File: config.mk
export PLATFORM = sky130hd
export DESIGN_NAME = fetch_stage
export DESIGN_NICKNAME = d
export VERILOG_FILES = /design/src/rtl/fetch_stage.sv
export SDC_FILE = /design/constraint.sdc
export NUM_CORES = 1
export LEC_CHECK = 0
export CORE_ASPECT_RATIO = 1.4
export CORE_UTILIZATION = 55
export CTS_CLUSTER_DIAMETER = 30
export DETAILED_ROUTE_END_ITERATION = 10
export GPL_ROUTABILITY_DRIVEN = 0
export PLACE_DENSITY = 0.77
export REMOVE_ABC_BUFFERS = 1
export SKIP_LAST_GASP = 1
export SLEW_MARGIN = 20
export SYNTH_ARGS = -nofsm -noshare
export SYNTH_HDL_FRONTEND = slang
export SYNTH_SLANG_ARGS = --single-unit
File: constraint.sdc
create_clock -name clk -period 4.8 [get_ports clk]
set_clock_uncertainty 0.15 [all_clocks]
set_input_delay 0.48 -clock clk [delete_from_list [all_inputs] [get_ports clk]]
set_output_delay 0.48 -clock clk [all_outputs]
set_load 0.005 [all_outputs]
File: src/rtl/fetch_stage.sv
// +--------------------------------------------------------------------------+
// | fetch_stage : PC owner, credit-limited imem requests, prefetch queue,     |
// |               registered instruction output to IF/ID. Rev 1.0             |
// +--------------------------------------------------------------------------+
`default_nettype none

module fetch_stage #(
  parameter int              PC_W     = 8,
  parameter int              INS_W    = 16,
  parameter int              DEPTH    = 2,
  parameter logic [PC_W-1:0] RESET_PC = '0
) (
  input  logic             clk,
  input  logic             rst,
  input  logic             stall,
  input  logic             redirect,
  input  logic [PC_W-1:0]  redirect_pc,
  output logic             imem_req,
  output logic [PC_W-1:0]  imem_addr,
  input  logic             imem_valid,
  input  logic [INS_W-1:0] imem_rdata,
  output logic [INS_W-1:0] ins_out,
  output logic [PC_W-1:0]  ins_pc,
  output logic             ins_valid
);

  // Killed requests can still be in flight while DEPTH live ones are issued.
  localparam int CNT_W = $clog2(2 * DEPTH + 1);
  localparam int PTR_W = $clog2(DEPTH);

  logic [PC_W-1:0]  r_pc;
  logic [PC_W-1:0]  r_resp_pc;
  logic [PC_W-1:0]  r_ins_pc;
  logic [INS_W-1:0] r_ins_out;
  logic             r_ins_valid;
  logic [INS_W-1:0] r_q_ins [DEPTH];
  logic [PC_W-1:0]  r_q_pc  [DEPTH];
  logic [PTR_W-1:0] r_wr_ptr;
  logic [PTR_W-1:0] r_rd_ptr;
  logic [CNT_W-1:0] r_count;
  logic [CNT_W-1:0] r_outstanding;
  logic [CNT_W-1:0] r_drop;

  logic             w_resp;
  logic             w_resp_drop;
  logic             w_resp_live;
  logic             w_pop;
  logic             w_bypass;
  logic             w_push;
  logic             w_req;
  logic [CNT_W-1:0] w_live;
  logic [CNT_W:0]   w_used;

  assign w_resp      = imem_valid && (r_outstanding != '0);
  assign w_resp_drop = w_resp && (r_drop != '0);
  assign w_resp_live = w_resp && (r_drop == '0);
  assign w_pop       = !redirect && !stall && (r_count != '0);
  assign w_bypass    = !redirect && !stall && (r_count == '0) && w_resp_live;
  assign w_push      = !redirect && w_resp_live && !w_bypass;

  // Credits: queued entries plus live in-flight requests, minus this cycle's pop.
  assign w_live   = r_outstanding - r_drop;
  assign w_used   = {1'b0, r_count} + {1'b0, w_live} - {{CNT_W{1'b0}}, w_pop};
  assign w_req    = rst && !redirect && (w_used < (CNT_W+1)'(DEPTH));

  assign imem_req  = w_req;
  assign imem_addr = r_pc;
  assign ins_out   = r_ins_out;
  assign ins_pc    = r_ins_pc;
  assign ins_valid = r_ins_valid;

  always_ff @(posedge clk) begin
    if (w_push) begin
      r_q_ins[r_wr_ptr] <= imem_rdata;
      r_q_pc[r_wr_ptr]  <= r_resp_pc;
    end
  end

  always_ff @(posedge clk or negedge rst) begin
    if (!rst) begin
      r_pc          <= RESET_PC;
      r_resp_pc     <= RESET_PC;
      r_ins_pc      <= '0;
      r_ins_out     <= '0;
      r_ins_valid   <= 1'b0;
      r_wr_ptr      <= '0;
      r_rd_ptr      <= '0;
      r_count       <= '0;
      r_outstanding <= '0;
      r_drop        <= '0;
    end else begin
      r_outstanding <= r_outstanding + CNT_W'(w_req) - CNT_W'(w_resp);
      if (redirect) begin
        // Everything still owed, minus a response landing now, becomes stale.
        r_pc        <= redirect_pc;
        r_resp_pc   <= redirect_pc;
        r_drop      <= r_outstanding - CNT_W'(w_resp);
        r_count     <= '0;
        r_wr_ptr    <= '0;
        r_rd_ptr    <= '0;
        r_ins_out   <= '0;
        r_ins_valid <= 1'b0;
      end else begin
        r_pc      <= r_pc + PC_W'(w_req);
        r_resp_pc <= r_resp_pc + PC_W'(w_resp_live);
        r_drop    <= r_drop - CNT_W'(w_resp_drop);
        r_count   <= r_count + CNT_W'(w_push) - CNT_W'(w_pop);
        if (w_push) begin
          r_wr_ptr <= r_wr_ptr + PTR_W'(1);
        end
        if (w_pop) begin
          r_rd_ptr <= r_rd_ptr + PTR_W'(1);
        end
        if (!stall) begin
          if (w_pop) begin
            r_ins_out   <= r_q_ins[r_rd_ptr];
            r_ins_pc    <= r_q_pc[r_rd_ptr];
            r_ins_valid <= 1'b1;
          end else if (w_bypass) begin
            r_ins_out   <= imem_rdata;
            r_ins_pc    <= r_resp_pc;
            r_ins_valid <= 1'b1;
          end else begin
            r_ins_out   <= '0;
            r_ins_valid <= 1'b0;
          end
        end
      end
    end
  end

endmodule

`default_nettype wire

# Word level (Yosys, flattened, before mapping)

Memory sizes are Yosys's and may differ from the RTL's.
Cells that the tools add are included.

Latch bits: 0
Bits in writable memories: 48
Word-level logic and storage cells: 72
Memories kept: 2
Output and inout port bits: 34
ROM bits: 0
Input bits: 29
Flip-flop bits (word level): 52

Shift-type cells: 0
Muxes and demuxes: 20
Add/sub/neg operators: 13
Equal/unequal tests: 1
Multipliers: 0
Reductions and logical operators: 23
Bitwise operators: 2
$lt $le $gt $ge: 1
Div/mod/pow operators: 0

Memory list:

| memory  | words | bits a word | rd ports | clocked after Yosys merged registers in | write ports | line | text |
|---|---|---|---|---|---|---|---|
| r_q_ins | 2     | 16          | 1        | 0                                       | 1           | 36   | `logic [INS_W-1:0] r_q_ins [DEPTH];` |
| r_q_pc  | 2     | 8           | 1        | 0                                       | 1           | 37   | `logic [PC_W-1:0] r_q_pc [DEPTH];` |

Operator list:

| operator                                                             | count |
|---|---|
| 16-bit 2-to-1 mux                                                    | 4 |
| 8-bit 2-to-1 mux                                                     | 4 |
| 8-bit by 1-bit adder with 8-bit output                               | 2 |
| 3-bit by 1-bit subtractor with 3-bit output                          | 4 |
| 1-bit logical AND                                                    | 11 |
| 1-bit 2-to-1 mux                                                     | 10 |
| 3-bit nonzero test                                                   | 3 |
| 3-bit by 1-bit adder with 3-bit output                               | 2 |
| 3-bit logical NOT                                                    | 2 |
| 3-bit 2-to-1 mux                                                     | 2 |
| 2-bit nonzero test                                                   | 3 |
| 3-bit by 3-bit adder with 4-bit output                               | 1 |
| 4-bit by 2-bit < comparator with 1-bit output, second input constant | 1 |
| 4-bit by 1-bit subtractor with 4-bit output                          | 1 |
| 1-bit logical NOT                                                    | 3 |
| 3-bit AND reduction                                                  | 1 |
| 3-bit subtractor                                                     | 1 |
| 1-bit adder, second input constant                                   | 2 |
| 2-bit by 1-bit != test with 1-bit output, second input constant      | 1 |
| 1-bit NOT                                                            | 2 |

# Longest topological paths before layout

Gate-level depths: netlist (run 1).

Depth in word-level cells: 9
Gate-level depth with buffers: 16
Depth with buffers taken out: 16

# Worst setup path after synthesis (run 1)

Ideal clock, no wire load.

Path kind: flip-flop to flip-flop
Start point: reg r_outstanding[0]
End point: reg r_pc[6] (netlist: imem_addr[6])
Stages on the path, launching flop included: 17
Setup time: 82 ps
Data arrival time: 3514 ps
Data required time: 4568 ps
Period minus slack after synthesis: 3746 ps
Slack: 1054 ps
Buffers on the path: 0
Cell sequence: dfrtp_1 > inv_1 > ha_1 > inv_1 > fa_1 > xnor2_1 > ha_1 > inv_1 > ha_1 > and4b_1 > or3_1 > a21oi_1 > ha_1 > ha_1 > inv_1 > or3_1 > a31oi_1

Longest elaborated chain between the ends: 7

Ends and longest elaborated chain:

| item                                          | line | text |
|---|---|---|
| from (decl)                                   | 41   | `logic [CNT_W-1:0] r_outstanding;` |
| from (signal assigned)                        | 92   | `r_outstanding <= r_outstanding + CNT_W'(w_req) - CNT_W'(w_resp);` |
| 3-bit subtractor                              | 62   | `assign w_live = r_outstanding - r_drop;` |
| 3-bit by 3-bit adder with 4-bit output        | 63   | `assign w_used = {1'b0, r_count} + {1'b0, w_live} - {{CNT_W{1'b0}}, w_pop};` |
| 4-bit by 1-bit subtractor with 4-bit output   | 63   |  |
| 4-bit by 2-bit < comparator with 1-bit output | 64   | `assign w_req = rst && !redirect && (w_used < (CNT_W+1)'(DEPTH));` |
| 1-bit logical AND                             | 64   |  |
| named net imem_req                            | 18   | `output logic imem_req,` |
| 8-bit by 1-bit adder with 8-bit output        | 104  | `r_pc <= r_pc + PC_W'(w_req);` |
| 8-bit 2-to-1 mux                              | 93   | `if (redirect) begin` |
| to (signal assigned)                          | 95   | `r_pc <= redirect_pc;` |
| to (signal assigned)                          | 104  |  |
| to (decl)                                     | 31   | `logic [PC_W-1:0] r_pc;` |

The timed path passes the listed nets, and every way through them passes these cells.
A chain may end at the register's enable or synchronous reset.

# Final worst setup path (run 1)

Start point: reg r_outstanding[0]
End point: out imem_req

Longest elaborated chain between the ends: 5

Ends and longest elaborated chain:

| item                                          | line |
|---|---|
| 3-bit subtractor                              | 62 |
| 3-bit by 3-bit adder with 4-bit output        | 63 |
| 4-bit by 1-bit subtractor with 4-bit output   | 63 |
| 4-bit by 2-bit < comparator with 1-bit output | 64 |
| 1-bit logical AND                             | 64 |
| to (decl)                                     | 18 |

No other way between the ends.

==> results.json, run 1 <==
{
  "cts.sinks": 100,
  "synthCells": 373,
  "dp_hpwl_mm": 6.56,
  "cp-start-kind": "flip-flop",
  "first_global_vias": 3364,
  "hold_viol": 0,
  "cp_max_fo": 3,
  "setup.worst_path.class": "flip-flop to output pin",
  "wl_per_cell_um": 18.2,
  "internal-power_mw": 1.96,
  "synth_top_family_by_area": "simple AND/OR/NAND/NOR gates",
  "start_util": 0.572,
  "grt_pass1_wl_mm": 16.1,
  "placed_area_um2": 5440,
  "drtAntennaViolNets": 0,
  "synth_compound_area_frac": 0.0881,
  "io_buffers": 62,
  "cts_buffers": 9,
  "power_density_nw_per_um2": 519,
  "p_clk_frac": 0.227,
  "synth_seq_cells": 100,
  "grt_usage": 0.239,
  "yosysUniqueCellTypes": 40,
  "drive_above_1_share": 0.116,
  "antenna_found_initial": 0,
  "clkSlewWorstSetupHoldPaths_ns": 0.07,
  "cts_buffer_depth": 2,
  "layout_min_cycle_time_ns": 4.21,
  "power_mw": 2.96,
  "num_io_pins": 63,
  "cts_hold_buf": 0,
  "cap_violations": 0,
  "first_pass_iters": 4,
  "synthMuxAreaShare": 0.0603,
  "status": "completed",
  "min_path_type": "input port to asynchronous set/reset pin",
  "dieArea_um2": 8950,
  "required_ns": 4.17,
  "dieWidth_um": 80.2,
  "swShare": 0.339,
  "syn_to_final_growth_pct": 21.3,
  "leakage_nw": 2.19,
  "fmaxAchievable_mhz": 238,
  "yosys.area_share.simple": 0.135,
  "p_sw_mw": 1.00,
  "antenna_cells": 0,
  "worst_pin_slew_ns": 0.968,
  "rsz0062_at_grt": "no",
  "yosysWarningCount": 0,
  "ir_worst_vdd_mv": 0.481,
  "synthAdderAreaFrac": 0.0648,
  "row_count": 39,
  "critPathCaptureType": "output pin",
  "cp.arrival_ns": 3.58,
  "cts-root-buf": "clkbuf_16",
  "core_um2": 8250,
  "setup_viol": 0,
  "cts_setup_buffers": 0,
  "num_vias": 3194,
  "htreeDepth": 3,
  "clk-insertion-delay-late_ns": 0.34,
  "drcViolationCount": 0,
  "viasPerCell": 5.91,
  "fin_nets": 484,
  "grt-ovfl-total": 0,
  "die_h_um": 112,
  "hold_ws_ns": 0.170,
  "period_share": 0.877,
  "drtIter0Drc": 169,
  "synth-xor-area-share": 0.0279,
  "share_comb_of_total_power": 0.382,
  "wirelength_mm": 9.80,
  "grt_max_degree": 53,
  "cts_tree": "built",
  "synth_area_per_cell_um2": 12.6,
  "drv_slew": 0,
  "yosysSeqAreaShare": 0.582,
  "pwr-share-seq": 0.391,
  "ctsResizeCount": 0,
  "slew_headroom": 0.350,
  "final_cell_area_um2": 5720,
  "syn_area_um2": 4710
}
-- layout make-up --
type	count	area, um2
clock inverter	4	23.8
clock buffer	12	256
sequential	100	2740
timing repair buffer	71	683
tap	102	128
fill	616	2530
inverter	25	93.8
multi-input combinational	226	1790
-- cells in the final DEF (no fill, tap or decap), types with 15 or more instances in the layout --
cell and count:
or3_1 15, a221o_2 16, edfxtp_1 48, dfrtp_1 52, mux2i_1 25, ha_1 18
nand4_1 18, clkdlybuf4s50_1 61, nor3_1 19, inv_1 24
-- power by group through the flow --
stage	Sequential (mW)	Clock, mW	Combinational (mW)
finish	1.16	0.672	1.13
global route	1.18	0.725	1.29
CTS	1.16	0.684	1.14
detailed placement	1.18	0	1.14
global placement	1.17	0	1.07
floorplan	1.17	0	0.727
-- layer usage --
layer,up-vias,GRT usage,wire length [um]
met1,1577,0.293,4080
met2,89,0.407,5090
met4,0,0.115,212
met5,-,0,0
met3,18,0.0336,419
li1,1510,-,-
-- worst paths after layout --
check / slack [ns] / endpoint / cells after the start / start
setup / recovery: 0.59 / imem_req / 12 / r_outstanding[0]
hold / removal: 0.17 / ins_out[14] / 2 / rst
setup reg to reg: 0.83 / imem_addr[6] / 16 / r_outstanding[0]
hold reg to reg: 0.37 / ins_out[2] / 1 / ins_out[2]
max in group asynchronous: 3.84 / ins_pc[1] / 2 / rst
min in group clk: 0.37 / ins_out[2] / 1 / ins_out[2]
-- sequential cells by signal, summed over array words and instances, names as in the netlist --
signal,count
r_q_ins,32
ins_out,16
r_q_pc,16
imem_addr,8
ins_pc,8
r_resp_pc,8
r_count,3
r_drop,3
r_outstanding,3
ins_valid,1
r_rd_ptr,1
r_wr_ptr,1
-- cells by family after synthesis --
family,count (synthesis)
AO/OA/AOI/OAI,51
XOR/XNOR,15
adder cells (fa/ha/maj),22
buffers and inverters,47
flip-flops,100
multiplexers,28
AND/OR/NAND/NOR,110
-- cell usage after synthesis (all sizes together) --
master,count,share of area
buf,9,0.012
edfxtp,48,0.31
xnor2,14,0.026
xor2,1,0.0019
nand2b,2,0.0027
mux2i,25,0.053
mux2,3,0.0072
and3,3,0.0040
o21ai,11,0.012
clkinv,1,0.00080
nor2b,5,0.0066
or3,15,0.020
o31ai,1,0.0045
and4b,1,0.0021
nand4,18,0.024
o311a,1,0.0021
a21o,1,0.0016
nor3b,9,0.014
clkbuf,13,0.010
nor3,22,0.024
dfrtp,52,0.28
o211a,1,0.0021
ha,18,0.048
a31oi,3,0.0040
and4,3,0.0056
nor2,10,0.0080
a211oi,2,0.0032
nor4,2,0.0058
a221o,16,0.038
nand2,14,0.011
a21oi,6,0.0064
fa,4,0.017
or2,1,0.0013
o211ai,9,0.014
inv,24,0.019
nand3,5,0.0053
-- per-stage QoR --
stage	cells	TNS [ns]	utilization	setup slack, ns
global placement	524	0	0.659	0.906
detailed placement	524	0	0.659	0.687
floorplan	351	-1.50	-	-0.400
finish	540	0	0.693	0.590
CTS	540	0	0.693	0.558
global route	540	0	0.693	0.366
-- critical path, stage by stage, from the launching register on --
cell,delay (ns)
dfrtp_1,0.40
inv_1,0.09
ha_1,0.14
inv_1,0.05
fa_1,0.37
xnor2_1,0.14
ha_1,0.28
inv_1,0.05
ha_1,0.33
and4b_1,0.22
or3_1,0.36
a21oi_1,0.26
clkdlybuf4s50_1,0.55
Note: power is estimated with default switching activity, not from simulation.
==> run 2, diff against run 1 <==
--- a/config.mk
+++ b/config.mk
@@ -6,6 +6,7 @@
 export NUM_CORES = 1
 export LEC_CHECK = 0
 export CORE_ASPECT_RATIO = 1.4
+export CORE_MARGIN = 2
 export CORE_UTILIZATION = 55
 export CTS_CLUSTER_DIAMETER = 30
 export DETAILED_ROUTE_END_ITERATION = 10
==> run 2 against run 1 <==
  * Via count up 0.85%
  * Combinational power barely moved
  * Cell count is 0.56% higher
  * Register-to-register slack lost 0.05 ns
  * Global-route usage decreased by 0.88 points
  * Clock power fell by 0.7%
  * Sequential cell count unchanged
  * Hold slack about the same
  * Die area rose by 4.3%
  * Sequential share of layout area is essentially flat
  * Core utilization decreased by 1.8 points
  * Critical path depth unchanged
==> results.json, run 2 (same netlist as run 1, synthesis figures left out) <==
{
  "wirelength_mm": 10.0,
  "cts_buffers": 9,
  "cp_max_fo": 3,
  "grt_max_degree": 53,
  "num_io_pins": 63,
  "layout_min_cycle_time_ns": 4.26,
  "min_path_type": "input port to asynchronous set/reset pin",
  "grt-ovfl-total": 0,
  "row_count": 40,
  "num_vias": 3221,
  "die_h_um": 114,
  "drive_above_1_share": 0.112,
  "dp_hpwl_mm": 6.65,
  "cp-start-kind": "flip-flop",
  "clk-insertion-delay-late_ns": 0.34,
  "start_util": 0.557,
  "final_cell_mix": "61 x clkdlybuf4s50_1, 52 x dfrtp_1, 48 x edfxtp_1",
  "cts_setup_buffers": 0,
  "ctsResizeCount": 0,
  "antenna_found_initial": 0,
  "share_comb_of_total_power": 0.384,
  "status": "completed",
  "cap_violations": 0,
  "antenna_cells": 0,
  "final_common_cell": "clkdlybuf4s50_1",
  "critPathCaptureType": "output pin",
  "p_clk_frac": 0.225,
  "cts_hold_buf": 0,
  "period_share": 0.888,
  "dieArea_um2": 9340,
  "postLayoutCoreUtil": 0.675,
  "fin_ws_ns": 0.535,
  "power_density_nw_per_um2": 518,
  "syn_to_final_growth_pct": 21.2,
  "dpl_worst_slack_ns": 0.706,
  "htreeDepth": 3,
  "fmaxAchievable_mhz": 234,
  "clkSlewWorstSetupHoldPaths_ns": 0.06,
  "core_um2": 8460,
  "io_buffers": 62,
  "p_sw_mw": 1.01,
  "rsz0062_at_grt": "no",
  "drtIter0Drc": 217,
  "drv_slew": 0,
  "drcViolationCount": 0,
  "largest_register_ffs": 32,
  "required_ns": 4.17,
  "nFillCells": 627,
  "ir_worst_vdd_mv": 0.603,
  "worst_pin_slew_ns": 0.912,
  "viasPerCell": 5.93,
  "first_pass_iters": 4,
  "dieWidth_um": 82.2,
  "setup.worst_path.class": "flip-flop to output pin",
  "wl_per_cell_um": 18.4,
  "hold_viol": 0,
  "swShare": 0.343,
  "cts-root-buf": "clkbuf_16",
  "largest_register": "r_q_ins",
  "setup_viol": 0,
  "first_global_vias": 3242,
  "cts.sinks": 100,
  "grt_pass1_wl_mm": 16.0,
  "grt_usage": 0.230,
  "cts_buffer_depth": 2,
  "fin_tns_setup_ns": 0,
  "leakage_nw": 2.18,
  "fin_nets": 484,
  "drtAntennaViolNets": 0,
  "cp.arrival_ns": 3.63,
  "cts_tree": "built",
  "pwr-share-seq": 0.391,
  "internal-power_mw": 1.94,
  "slew_headroom": 0.388
}
==> run 2: changes by cell type in the layout (fill, tap and decap cells not counted), sizes merged <==
cell	delta
clkinvlp	+1
clkinv	-1
==> run 2: area by class of cell <==
type / instances / area (um2) / area share
Multi-Input combinational cell: 226 / 1790 / 0.313
Tap cell: 105 / 131 / 0.0230
Clock inverter: 4 / 25.0 / 0.00438
Inverter: 25 / 93.8 / 0.0164
Sequential cell: 100 / 2740 / 0.480
Clock buffer: 12 / 246 / 0.0432
Timing Repair Buffer: 71 / 683 / 0.120
==> run 2: worst max-delay path: stages, from the launching register on <==
cell             delay [ns]
dfrtp_1                0.40
inv_1                  0.09
ha_1                   0.14
inv_1                  0.05
fa_1                   0.37
xnor2_1                0.14
ha_1                   0.28
inv_1                  0.04
ha_1                   0.32
and4b_1                0.22
or3_1                  0.36
a21oi_1                0.31
clkdlybuf4s50_1        0.57
==> run 2: stage by stage <==
step                power, mW  hold WS, ns  area, um2  std cells
global route             3.18        0.236       5710        543
detailed placement       2.31        0.353       5440        527
global placement         2.23        0.343       5440        527
CTS                      2.98        0.194       5710        543
floorplan                1.89       0.0344       4610        351
finish                   2.96        0.170       5710        543
==> run 2: final timing paths <==
| path | start | end | slack, ns | cells after the start |
|---|---|---|---|---|
| worst max register to register | r_outstanding[0] | imem_addr[6] | 0.78 | 16 |
| worst min-delay path | rst | ins_out[2] | 0.17 | 2 |
| worst min register to register | ins_out[10] | ins_out[10] | 0.37 | 1 |
| worst max-delay path | r_outstanding[0] | imem_req | 0.54 | 12 |
| min in group clk | ins_out[10] | ins_out[10] | 0.37 | 1 |
| max in group asynchronous | rst | ins_out[13] | 3.87 | 2 |
==> run 2: power by group through the flow <==
stage / Combinational (mW) / Sequential, mW / Clock, mW
after detailed placement: 1.14 / 1.17 / 0
final: 1.14 / 1.16 / 0.667
after floorplan: 0.727 / 1.17 / 0
after global placement: 1.06 / 1.17 / 0
after global routing: 1.29 / 1.18 / 0.715
after CTS: 1.15 / 1.16 / 0.677
==> run 2: per-layer routing <==
metal	up-vias	wire, um	GRT usage
li1	1507	-	-
met1	1607	4170	0.288
met2	90	5130	0.387
met3	17	536	0.0538
met4	0	168	0.0767
met5	-	0	0
==> run 3, diff against run 2 <==
--- a/config.mk
+++ b/config.mk
@@ -6,7 +6,7 @@
 export NUM_CORES = 1
 export LEC_CHECK = 0
 export CORE_ASPECT_RATIO = 1.4
-export CORE_MARGIN = 2
+export CORE_MARGIN = 5
 export CORE_UTILIZATION = 55
 export CTS_CLUSTER_DIAMETER = 30
 export DETAILED_ROUTE_END_ITERATION = 10
==> run 3 against run 2 <==
  * Power up 3.7%
  * Global-route usage decreased by 2.3 points
  * Die area increased by 13%
  * Fmax is 0.98% lower
  * Count of clock-buffer cells in the layout did not move
  * Via count down 0.31%
  * Sequential share of layout area decreased by 0.41 points
  * Sequential cell count did not move
  * Non-clock buffer count stayed put
  * Wire length rose by 2.5%
  * Combinational power hardly changed
  * Cell area up 0.85%
==> results.json, run 3 (same netlist as run 1, synthesis figures left out) <==
{
  "hold_ws_ns": 0.163,
  "hold_viol": 0,
  "timing.rr.start": "r_outstanding[0]",
  "period_share": 0.897,
  "drv_slew": 0,
  "setup_viol": 0,
  "fmaxAchievable_mhz": 232,
  "grt-ovfl-total": 0,
  "cp_max_fo": 3,
  "cp_slowest_cell": "clkdlybuf4s50_1",
  "cts-root-buf": "clkbuf_16",
  "num_vias": 3211,
  "cp-start-kind": "flip-flop",
  "cts_setup_buffers": 0,
  "setup.worst_path.class": "flip-flop to output pin",
  "clkSlewWorstSetupHoldPaths_ns": 0.07,
  "cts.sinks": 100,
  "slew_headroom": 0.361,
  "power_density_nw_per_um2": 533,
  "leakage_nw": 2.21,
  "first_global_vias": 3303,
  "ctsResizeCount": 0,
  "cts_buffers": 9,
  "dieArea_um2": 10500,
  "cts_hold_buf": 0,
  "dieWidth_um": 88.2,
  "cts_buffer_depth": 2,
  "clk-insertion-delay-late_ns": 0.35,
  "drive_above_1_share": 0.116,
  "wirelength_mm": 10.2,
  "cap_violations": 0,
  "drtIter0Drc": 172,
  "layout_min_cycle_time_ns": 4.31,
  "crit_buf_inv": 4,
  "largest_register": "r_q_ins",
  "antenna_found_initial": 0,
  "row_count": 40,
  "largest_register_ffs": 32,
  "core_um2": 8460,
  "io_buffers": 62,
  "ir_worst_vdd_mv": 0.480,
  "antenna_cells": 0,
  "first_pass_iters": 4,
  "worst_pin_slew_ns": 0.951,
  "status": "completed",
  "cts_tree": "built",
  "final_common_cell": "clkdlybuf4s50_1",
  "grt_max_degree": 53,
  "rsz0062_at_grt": "no",
  "cp.arrival_ns": 3.68,
  "critPathCaptureType": "output pin",
  "die_h_um": 120,
  "grt_usage": 0.206,
  "cp_top_family": "adder cells",
  "dp_hpwl_mm": 6.77,
  "required_ns": 4.17,
  "final_cell_mix": "61 x clkdlybuf4s50_1, 52 x dfrtp_1, 48 x edfxtp_1",
  "start_util": 0.557,
  "fin_tns_setup_ns": 0,
  "htreeDepth": 3,
  "viasPerCell": 5.91,
  "drtAntennaViolNets": 0,
  "drcViolationCount": 0,
  "syn_to_final_growth_pct": 22.2,
  "worstPathCellList": "inv_1 -> ha_1 -> inv_1 -> fa_1 -> xnor2_1 -> ha_1 -> inv_1 -> ha_1 -> and4b_1 -> or3_1 -> a21oi_1 -> clkdlybuf4s50_1",
  "fin_nets": 484,
  "crit_path_start": "r_outstanding[0]",
  "grt_pass1_wl_mm": 16.7,
  "wl_per_cell_um": 18.9,
  "min_path_type": "input port to asynchronous set/reset pin",
  "num_io_pins": 63,
  "slowest_delay_ns": 0.57
}
## run 3: final cells by class
| class | count | area, um2 |
|---|---|---|
| clock buffer | 12 | 268 |
| clock inverter | 4 | 52.6 |
| fill | 623 | 2700 |
| inverter | 25 | 93.8 |
| multi-input combinational | 226 | 1790 |
| sequential | 100 | 2740 |
| tap | 105 | 131 |
| timing repair buffer | 71 | 683 |
## run 3: report_power, final
part / switching [mW] / internal (mW) / leakage, nW / total (mW)
clock network: 0.313 / 0.452 / 0.158 / 0.765
registers: 0.131 / 1.03 / 1.06 / 1.16
logic: 0.592 / 0.552 / 0.983 / 1.14
total: 1.04 / 2.03 / 2.21 / 3.07
## run 3: worst paths after layout
kind                           endpoint  slack [ns]  depth (start not counted)
max                            imem_req        0.49                         12
min                         ins_out[15]        0.16                          2
max reg2reg                imem_addr[6]        0.75                         16
min reg2reg                  ins_out[8]        0.36                          1
max in group asynchronous   ins_out[13]        3.85                          2
min in group clk             ins_out[8]        0.36                          1
## run 3: routing by layer
metal  part of all wire  global-route usage  vias up
li1                   -                   -     1513
met1               0.42               0.273     1589
met2               0.51               0.325       93
met3              0.061              0.0515       16
met4              0.015              0.0784        0
met5                  0                   0        -
## run 3: metrics by stage
| step | utilization | setup slack [ns] | instances | power, mW | area, um2 |
|---|---|---|---|---|---|
| 2_1_floorplan | - | -0.400 | 351 | 1.89 | 4610 |
| 3_3_place_gp | 0.643 | 0.878 | 527 | 2.23 | 5440 |
| 3_5_place_dp | 0.643 | 0.704 | 527 | 2.31 | 5440 |
| 4_1_cts | 0.681 | 0.493 | 543 | 3.08 | 5760 |
| 5_1_grt | 0.681 | 0.283 | 543 | 3.28 | 5760 |
| 6_report | 0.681 | 0.493 | 543 | 3.07 | 5760 |
## run 3: worst reg2reg max path, delay by kind of cell, from the launching register on
kind	cells	cell delay (ns)
AO/OA/AOI/OAI	2	0.47
XOR/XNOR	1	0.14
adder cells (fa/ha/maj)	6	1.62
buffers and inverters	4	0.25
flip-flops	1	0.40
AND/OR/NAND/NOR	3	0.95
==> RTL edit 1: new RTL, flow settings as in run 3 <==
`PC_W`: 8 -> 9.
--- a/src/rtl/fetch_stage.sv
+++ b/src/rtl/fetch_stage.sv
@@ -6,5 +6,5 @@
 
 module fetch_stage #(
-  parameter int              PC_W     = 8,
+  parameter int              PC_W     = 9,
   parameter int              INS_W    = 16,
   parameter int              DEPTH    = 2,
Ports: changed (resized imem_addr, ins_pc and redirect_pc); port bits go from 63 to 66. No check against the original RTL was run, so the function may have changed too.
==> RTL edit 1 against run 3 <==
- area after synthesis increased by 5.3%
- sequential cell count up 5
- design area increased by 4.5%
- largest cell class unchanged
- via count grew 7.2%
- worst setup slack gained 0.010 ns
- critical path type unchanged
- wire length up 4.4%
- sequential share of layout area is 0.21 points higher
- total power increased by 3.2%
==> RTL edit 1: results (changes against run 3) <==
Gate Count Post-Synth 398 (+6.7%); yosys warns 0 (unchanged); Max Root-Sink Buffers 2 (unchanged); vias per inst 5.998 (+1.4%); IO Port Bufs 65 (+4.8%); Synth cell types 42 (+5.0%); fmax 232.7 MHz (+0.24%); Avg WL per Cell 18.64 microns (-1.3%); GRT Overall Usage 0.2037 (-0.002625); Leakage Power 2.300 nW (+4.3%); setup bufs post-CTS 0 (unchanged); CTS root buf clkbuf_16; end of the worst register-to-register path imem_addr[6]; pre-CTS setup slack 0.6480 ns (-0.05601 ns); antenna diode instance count 0 (unchanged); initial antenna violation count 0 (unchanged); fraction of layout cells with a size suffix above 1 0.09850 (-0.01794); CTS Buf Count 9 (unchanged); Hold Path Class in2async; PostCTS Resize Cnt 0 (unchanged); Worst Path Arrival 3.67 ns (about the same); Detailed Routing Iterations Pass 1 4 (unchanged); reg2reg path depth 16 (unchanged); clock latency on the worst-skew pair 0.34 ns; Nets 515 (+6.4%); Post-synth ARST share 0.5238 (+0.003810); crit path max fanout 3 (unchanged); worst vdd ir 0.3921 mV (-18%); DRT iter0 DRCs 263 (+53%); htree depth 3 (unchanged); vias in the first global route 3623 (+9.7%); DR DRC count 0 (unchanged); first-pass GRT wire length 18.00 mm (+7.8%); RR Startpoint r_outstanding[0]; wirelength, routed 10.70 mm (+4.4%); Largest Register r_q_ins; status completed; Inst Count DP 558 (+5.9%); Critical Path Max Stage Delay 0.57 ns (about the same); sequential-to-total area share from yosys stat 0.5798 (-0.002112); dominant synthesized flop cell dfrtp_1; Post-DP HPWL 7.233 mm (+6.8%); largest net degree at the start of global routing 56 (+5.7%); Clk pin slew, worst setup/hold paths 0.07 ns (about the same); Slew @ Worst Pin 0.8682 ns (-0.08299 ns); R2R setup slack 0.76 ns; slowest CP cell clkdlybuf4s50_1; Area contributors post-synth edfxtp_1 30%, dfrtp_1 28%, mux2i_1 5.2%, ha_1 4.8%, nand4_1 2.5%; max reg flops 32 (unchanged); Post-synth EDFFs 50 (+4.2%); synth cell count leaders 55 x dfrtp_1, 50 x edfxtp_1, 26 x mux2i_1
RTL edit 1: cell families after synthesis:
kind of cell	after synthesis	share of synthesized area
AOI/OAI and AO/OA	60	0.09352
xor gates and xnor gates	12	0.02117
and+or+nand+nor	120	0.1432
muxes	28	0.05697
buffers and inverters	50	0.04134
DFF	105	0.5798
adders and majority gates	23	0.06403
RTL edit 1: power breakdown:
| part | internal (mW) | switching, mW | total, mW |
|---|---|---|---|
| clock network | 0.353 | 0.321 | 0.674 |
| registers | 1.08 | 0.142 | 1.23 |
| logic | 0.615 | 0.652 | 1.27 |
RTL edit 1: stage by stage:
| stage | area (sq um) | hold slack, ns |
|---|---|---|
| floorplan | 4852 | 0.03441 |
| global placement | 5746 | 0.3430 |
| detailed placement | 5746 | 0.3511 |
| CTS | 6017 | 0.2354 |
| global route | 6017 | 0.2736 |
| finish | 6017 | 0.2232 |
RTL edit 1: worst max-delay path: cells and delay by family (launching register included):
kind / cells / cell delay (ns)
buffers and inverters: 4 / 0.77
AO/OA/AOI/OAI: 1 / 0.31
adder cells (fa/ha/maj): 4 / 1.14
XOR/XNOR: 1 / 0.15
flip-flops: 1 / 0.39
AND/OR/NAND/NOR: 2 / 0.58
RTL edit 1: worst max path at each step:
stage | cells past startpoint | start | endpoint
after floorplan | 13 | r_count[0] | imem_addr[6]
after global placement | 15 | stall | imem_addr[6]
after detailed placement | 15 | stall | imem_addr[6]
after CTS | 12 | r_outstanding[0] | imem_req
after global routing | 12 | r_outstanding[0] | imem_req
final | 12 | r_outstanding[0] | imem_req
RTL edit 1: layer usage:
metal,global-route usage,vias up,part of all wire
li1,-,1623,-
met1,0.2453,1698,0.41
met2,0.3535,107,0.51
met3,0.05150,15,0.053
met4,0.07728,0,0.020
met5,0,-,0
RTL edit 1: area by class of cell:
class                      count  area (sq um)
fill                         702          2909
multi-input combinational    243          1897
clock inverter                 6         42.54
sequential                   105          2878
tap                          107         133.9
timing repair buffer          78         743.2
inverter                      25         93.84
clock buffer                  10         229.0
==> RTL edit 2: new RTL, flow settings as in run 3 <==
Made on the original files. Make the reset (`rst`) synchronous in one clocked block.
--- a/src/rtl/fetch_stage.sv
+++ b/src/rtl/fetch_stage.sv
@@ -77,5 +77,5 @@
   end
 
-  always_ff @(posedge clk or negedge rst) begin
+  always_ff @(posedge clk) begin
     if (!rst) begin
       r_pc          <= RESET_PC;
Formal check against the unedited RTL: differs if rst is asserted again (counterexample within 4 cycles, from zero or initial values and one cycle with rst low); with rst held inactive, the same outputs for 4 cycles.
==> RTL edit 2 against run 3 <==
- count of clock-buffer cells in the layout decreased by 1
- wire length decreased by 15%
- design area decreased by 6.8%
- area after synthesis decreased by 5.8%
- synthesized cell count decreased by 5.1%
- first-iteration DRC count decreased by 46%
- worst setup slack got worse by 0.16 ns
- core utilization increased by 0.78 points
- non-clock buffer count decreased by 1
- sequential cell count increased by 1
Power is not compared: it rests on default switching activity, and its combinational part moved more than twofold at a synthesized area within 25%.
==> RTL edit 2: results (changes against run 3) <==
metal3 WL 474 microns (-24%); Post-DP Area 0.005147 sq mm (-5.4%); Area contributors post-synth edfxtp_1 32%, dfxtp_1 24%, ha_1 5.1%, mux2_2 4.1%, a221oi_2 3.4%; metal1 wirelength 3.765 mm (-12%); Avg WL per Cell 16.66 microns (-12%); Non-CTS buffers 70 (-1.4%); dominant synthesized flop cell dfxtp_1; GR Util met2 0.3124 (-0.01297); status completed; die width 85.95 microns (-2.6%); end of the worst register-to-register path r_outstanding[2]; largest net degree at the start of global routing 37 (-30%); inverter count 20 (-20%); Inst Count DP 505 (-4.2%); sequential-to-total area share from yosys stat 0.5634 (-0.01852); Post-synth ARST share 0 (-0.5200); CTS root buf clkbuf_8; Non-clock buffers, area share 0.1267 (+0.008129); filler instances 599 (-3.9%); Slew HR 0.3876 (+0.02652); vias in the first global route 3003 (-9.1%); Critical Path Max Stage Delay 0.59 ns (+0.02 ns); seq_cells 101 (+1.0%); vias per inst 5.491 (-7.1%); Worst Setup SP r_outstanding[0]; Hold Path Class reg2reg; DRT iter0 DRCs 93 (-46%); synth cell count leaders 53 x dfxtp_1, 48 x edfxtp_1, 19 x inv_1, 19 x nor3_1; Worst Path Arrival 3.84 ns (+0.16 ns); GRT Overall Usage 0.1846 (-0.02175); clkbuf count 11 (-1); first-pass GRT wire length 14.39 mm (-14%); Seq/total area 0.4660 (-0.01023); fraction of layout cells with a size suffix above 1 0.1568 (+0.04033); Multi-In Gates 214 (-5.3%); Clk pin slew, worst setup/hold paths 0.10 ns (+0.03 ns); DR vias 2861 (-11%); Gate Count Post-Synth 354 (-5.1%); R2R setup slack 0.61 ns (-0.14 ns); footprint of the multi-input gates 0.001770 sq mm (-0.98%); clk cell area share 0.04031 (-0.01531); fmax 223.8 MHz (-3.6%); Nets 467 (-3.5%); hold_ws 0.3616 ns (+0.1984 ns); initial antenna violation count 0 (unchanged); pre-CTS setup slack 0.4394 ns (-0.2646 ns); Synth cell types 41 (+2.5%); met1 Usage GRT 0.2230 (-0.05023); Setup Total Neg Slack 0 ns (unchanged); DR WL met2 4.289 mm (-17%); grt met3 use 0.05152 (about the same); multi-input combinational area share 0.3297 (+0.01923); gr ovfl total 0 (unchanged); reg2reg path depth 19 (+3); Post-DP HPWL 5.757 mm (-15%)
RTL edit 2: where the power goes:
group,total [mW],internal (mW),switching [mW]
clock network,0.572,0.279,0.294
registers,1.00,0.958,0.0437
logic,0.560,0.288,0.273
total,2.13,1.52,0.610
RTL edit 2: worst min path at each step:
stage,from,to,cells after the start
2_1_floorplan,r_resp_pc[0],r_q_pc[0][0],0
3_3_place_gp,r_resp_pc[0],r_q_pc[0][0],0
3_5_place_dp,r_resp_pc[0],r_q_pc[0][0],0
4_1_cts,ins_out[10],ins_out[10],2
5_1_grt,r_resp_pc[0],r_q_pc[0][0],0
6_report,ins_out[1],ins_out[1],2
RTL edit 2: cells by family (layout without fill, tap and decap cells):
kind of cell | Yosys count | in the layout | synth area share
xor+xnor | 24 | 24 | 0.04733
simple gates | 83 | 83 | 0.1017
mux | 25 | 25 | 0.06085
compound gates | 60 | 60 | 0.1161
flops | 101 | 101 | 0.5634
fa+ha+maj | 22 | 22 | 0.06873
buf+inv | 39 | 106 | 0.04197
